`src/rtl/demux_14_tdm.sv`:
```
// demux_14_tdm: receive side of a 4:1 TDM link, splitting the serial sample stream onto lanes a..d.
// Optional build macro DEMUX_FRAME_CNT_EN adds an 8-bit completed-frame counter port frame_cnt.
module demux_14_tdm #(
  parameter int WIDTH = 1
) (
  input  logic             clk,
  input  logic             rst_n,
  input  logic             in_valid,
  input  logic [WIDTH-1:0] in_data,
  input  logic             frame_sync,
  output logic [WIDTH-1:0] a,
  output logic [WIDTH-1:0] b,
  output logic [WIDTH-1:0] c,
  output logic [WIDTH-1:0] d,
  output logic [1:0]       sel,
  output logic             locked,
  output logic             frame_valid,
  output logic             sync_err
`ifdef DEMUX_FRAME_CNT_EN
  ,
  output logic [7:0]       frame_cnt
`endif
);

  typedef enum logic {
    HUNT = 1'b0,
    RUN  = 1'b1
  } state_t;

  state_t           state_reg;
  logic [1:0]       sel_reg;
  logic             locked_reg;
  logic             frame_valid_reg;
  logic             sync_err_reg;
  logic [WIDTH-1:0] a_reg;
  logic [WIDTH-1:0] b_reg;
  logic [WIDTH-1:0] c_reg;
  logic [WIDTH-1:0] d_reg;

  // Decoded events for the current cycle; all are qualified by in_valid.
  logic       slot0_load;
  logic       mid_store;
  logic       frame_done;
  logic       early_err;
  logic       miss_err;
  logic [2:0] shadow_we;

  logic [WIDTH-1:0] shadow [3];

  always_comb begin
    slot0_load = 1'b0;
    mid_store  = 1'b0;
    frame_done = 1'b0;
    early_err  = 1'b0;
    miss_err   = 1'b0;
    if (in_valid) begin
      if (frame_sync) begin
        slot0_load = 1'b1;
        early_err  = (state_reg == RUN) && (sel_reg != 2'd0);
      end else if (state_reg == RUN) begin
        if (sel_reg == 2'd0) begin
          miss_err = 1'b1;
        end else if (sel_reg == 2'd3) begin
          frame_done = 1'b1;
        end else begin
          mid_store = 1'b1;
        end
      end
    end
  end

  // Slot 3 never needs a shadow: it goes straight to lane d on completion.
  genvar gi;
  generate
    for (gi = 0; gi < 3; gi++) begin : g_shadow
      logic [WIDTH-1:0] shadow_reg;

      if (gi == 0) begin : g_we0
        assign shadow_we[gi] = slot0_load;
      end else begin : g_wen
        assign shadow_we[gi] = mid_store && (sel_reg == 2'(gi));
      end

      always_ff @(posedge clk or negedge rst_n) begin
        if (!rst_n) begin
          shadow_reg <= '0;
        end else if (shadow_we[gi]) begin
          shadow_reg <= in_data;
        end
      end

      assign shadow[gi] = shadow_reg;
    end
  endgenerate

  always_ff @(posedge clk or negedge rst_n) begin
    if (!rst_n) begin
      state_reg       <= HUNT;
      sel_reg         <= 2'd0;
      locked_reg      <= 1'b0;
      frame_valid_reg <= 1'b0;
      sync_err_reg    <= 1'b0;
    end else begin
      frame_valid_reg <= frame_done;
      sync_err_reg    <= early_err || miss_err;
      if (slot0_load) begin
        state_reg  <= RUN;
        locked_reg <= 1'b1;
        sel_reg    <= 2'd1;
      end else if (miss_err) begin
        state_reg  <= HUNT;
        locked_reg <= 1'b0;
        sel_reg    <= 2'd0;
      end else if (frame_done || mid_store) begin
        sel_reg <= sel_reg + 2'd1;
      end
    end
  end

  // Lanes move together, only when a full frame has been collected.
  always_ff @(posedge clk or negedge rst_n) begin
    if (!rst_n) begin
      a_reg <= '0;
      b_reg <= '0;
      c_reg <= '0;
      d_reg <= '0;
    end else if (frame_done) begin
      a_reg <= shadow[0];
      b_reg <= shadow[1];
      c_reg <= shadow[2];
      d_reg <= in_data;
    end
  end

`ifdef DEMUX_FRAME_CNT_EN
  logic [7:0] frame_cnt_reg;

  always_ff @(posedge clk or negedge rst_n) begin
    if (!rst_n) begin
      frame_cnt_reg <= 8'd0;
    end else if (frame_done) begin
      frame_cnt_reg <= frame_cnt_reg + 8'd1;
    end
  end

  assign frame_cnt = frame_cnt_reg;
`endif

  assign a           = a_reg;
  assign b           = b_reg;
  assign c           = c_reg;
  assign d           = d_reg;
  assign sel         = sel_reg;
  assign locked      = locked_reg;
  assign frame_valid = frame_valid_reg;
  assign sync_err    = sync_err_reg;

endmodule
```
`config.mk`:
```
export PLATFORM = sky130hd
export DESIGN_NAME = demux_14_tdm
export DESIGN_NICKNAME = d
export VERILOG_FILES = /design/src/rtl/demux_14_tdm.sv
export SDC_FILE = /design/constraint.sdc
export NUM_CORES = 1
export LEC_CHECK = 0
export CAP_MARGIN = 20
export CORE_AREA = 2 2 39 41
export DETAILED_ROUTE_END_ITERATION = 8
export DIE_AREA = 0 0 41 43
export DONT_BUFFER_PORTS = 1
export PLACE_DENSITY = 0.56
export SLEW_MARGIN = 40
export SYNTH_ARGS = -nofsm -noshare
export SYNTH_HDL_FRONTEND = slang
export SYNTH_SLANG_ARGS = --single-unit
```
`constraint.sdc`:
```
create_clock -name clk -period 3.6 [get_ports clk]
set_input_delay 0.72 -clock clk [delete_from_list [all_inputs] [get_ports clk]]
set_output_delay 0.72 -clock clk [all_outputs]
set_load 0.01 [all_outputs]
```
==> results.sh <==
export IMPL_cap_violations=0
export IMPL_skew_ps=3.32
export IMPL_via_per_inst=5.36
export IMPL_place_area_um2=578
export IMPL_die_w_um=41
export IMPL_cts_hold_buf=0
export IMPL_path_max_fanout=7
export IMPL_setup_worst_path_start_class="flop"
export IMPL_ys_seq_area_share_pct=53.8
export IMPL_yosysMostFrequentCell="dfrtp_1"
export IMPL_r2r_cells=4
export IMPL_critPathSlowestCell="dfrtp_1"
export IMPL_io_pins=14
export IMPL_synth_warnings=0
export IMPL_synth_edff_count=0
export IMPL_timing_final_crit_share_pct=43.1
export IMPL_hold_violations=0
export IMPL_overflow=0
export IMPL_status="finished, final reports clean"
export IMPL_areaGrowthSynthToFinish_pct=10.1
export IMPL_drtIter0Drc=1
export IMPL_powerDensity_mw_per_mm2=818
export IMPL_cts_resized=0
export IMPL_rows=14
export IMPL_synth_ff_type="dfrtp_1"
export IMPL_cp_required_ps=3750
export IMPL_largest_reg_flops=3
export IMPL_core_area_mm2=0.00138
export IMPL_port_buffers=0
export IMPL_die_h_um=43
export IMPL_post_route_cell_area_um2=614
export IMPL_gp_congestion=0.689
export IMPL_track_usage_pct=14.5
export IMPL_antenna_cells=0
export IMPL_syn_inst=44
export IMPL_setup_violations=0
export IMPL_timing_fmax_mhz=644
export IMPL_grt_pass1_vias=390
export IMPL_drt_pass1_iterations=2
export IMPL_rrSetupSlack_ps=2050
export IMPL_synth_fp_nets=53
export IMPL_slew_headroom_pct=80.4
export IMPL_cts_buffer_depth=2
export IMPL_h_tree_depth=1
export IMPL_cts_tree="yes"
export IMPL_critPathBufInv=1
export IMPL_drc=0
export IMPL_layout_nets=58
export IMPL_antenna_found_initial=0
export IMPL_crit_family="flip-flops"
export IMPL_synth_top_cell_area_share_pct=53.8
export IMPL_critPathArrivalTime_ps=1700
export IMPL_finalSetupTns_ps=0
export IMPL_avgSynthCellArea_um2=12.7
export IMPL_clk_latency_ps=260
export IMPL_postCtsSetupBuffers=0
export IMPL_synth_top_cell_by_area="dfrtp_1"
export IMPL_wl_um=948
export IMPL_path_cells="inv_1 > ha_1 > nand3_1 > mux2_1"
export IMPL_yosysUniqueCellTypes=18
export IMPL_drive_gt1_share_pct=25.0
export IMPL_worst_pin_slew_ps=290
export IMPL_crit_path_max_incr_delay_ps=520
export IMPL_synth_seq_cells=12
export IMPL_die_area_mm2=0.00176
export IMPL_rr_endpoint="g_shadow[1].shadow_reg"
export IMPL_min_path_type="input port to async pin"
export IMPL_final_util_pct=44.4
export IMPL_cts_made_buffers=3
export IMPL_synth_area_leaders="dfrtp_1, mux2_2, ha_1, mux2_1, nand3_1"
export IMPL_grt_max_degree=13
export IMPL_p_leak_nw=0.299
export IMPL_syn_cell_area_um2=558
export IMPL_synth_commonest_cells="dfrtp_1, mux2_2, ha_1"
export IMPL_period_needed_ps=1550
export IMPL_rr_startpoint="sel[0]"
export IMPL_hpwl_um=774
export IMPL_vias=343
export IMPL_routedWlPerCell_um=14.8
export IMPL_cts_sinks=12
export IMPL_grt_pass1_wl_um=1670
export IMPL_synthArstFlopShare_pct=100
export IMPL_fillers=125
export IMPL_drv_slew=0
export IMPL_start_util_pct=40.3
export IMPL_final_antenna_net_count=0
export IMPL_ir_drop_uv=325
export IMPL_rsz0062_at_grt="no"
export IMPL_cts_root_buf="clkbuf_4"
export IMPL_clkTransAtPathRegs_ps=70
export IMPL_endpoint_kind="flop"
export IMPL_crit_type="flop to flop"
## stage by stage
step / power [mW] / hold WS, ps / setup WS [ps] / instances
global route: 0.549 / 112 / 1920 / 64
detailed placement: 0.405 / 425 / 2020 / 60
finish: 0.503 / 143 / 2050 / 64
CTS: 0.511 / 134 / 2050 / 64
global placement: 0.392 / 425 / 2040 / 60
floorplan: 0.368 / 424 / 2070 / 44
## worst max-delay path by stage
stage	slack (ps)	start	depth (start not counted)	end
6_report	2050	sel[0]	4	g_shadow[1].shadow_reg
3_5_place_dp	2020	frame_sync	3	g_shadow[1].shadow_reg
4_1_cts	2050	sel[0]	4	g_shadow[1].shadow_reg
5_1_grt	1920	sel[0]	5	sel[0]
3_3_place_gp	2040	frame_sync	3	g_shadow[1].shadow_reg
2_1_floorplan	2070	frame_sync	3	g_shadow[1].shadow_reg
## power breakdown
group	switching, mW	total [mW]	internal [mW]
sequential	0.0658	0.252	0.186
clock	0.0414	0.103	0.0613
combinational	0.0727	0.148	0.0754
## routing by layer
layer  up-vias  wire (um)  GRT usage, %
met1       166        395          17.7
met2        15        481          20.6
li1        162          -             -
met3         0         70          6.28
met5         -          0             0
met4         0          0          8.00
## cell type report
type,count,area [um^2],share of cell area [%]
Inverter,3,11.3,1.83
Tap cell,16,20.0,3.26
Clock buffer,4,36.3,5.91
Sequential cell,12,300,48.9
Multi-Input combinational cell,29,246,40.1
## cell usage in the layout, fill, tap and decap left out
master | synthesis | routed
nand3_1 | 3 | 3
mux2_1 | 2 | 2
inv_1 | 3 | 3
o21ai_0 | 1 | 1
a32oi_1 | 1 | 1
nand2_4 | 1 | 1
xnor2_1 | 1 | 1
nand2_1 | 3 | 3
clkbuf_8 | 0 | 1
a22o_2 | 1 | 1
a21oi_1 | 1 | 1
dfrtp_1 | 12 | 12
mux2_2 | 5 | 5
and3b_4 | 1 | 1
ha_1 | 4 | 4
clkbuf_4 | 0 | 3
nor2_1 | 2 | 2
o22ai_1 | 1 | 1
o211ai_1 | 1 | 1
nor4b_1 | 1 | 1
## logic make-up (layout without fill, tap and decap cells)
| group | Yosys count | after routing | synth area share [%] |
|---|---|---|---|
| AO/OA/AOI/OAI | 6 | 6 | 7.62 |
| XOR/XNOR | 1 | 1 | 1.57 |
| adder cells (fa/ha/maj) | 4 | 4 | 8.97 |
| buffers and inverters | 3 | 7 | 2.02 |
| flip-flops | 12 | 12 | 53.8 |
| multiplexers | 7 | 7 | 14.1 |
| AND/OR/NAND/NOR | 11 | 11 | 11.9 |
(Power assumes the default switching activity.)
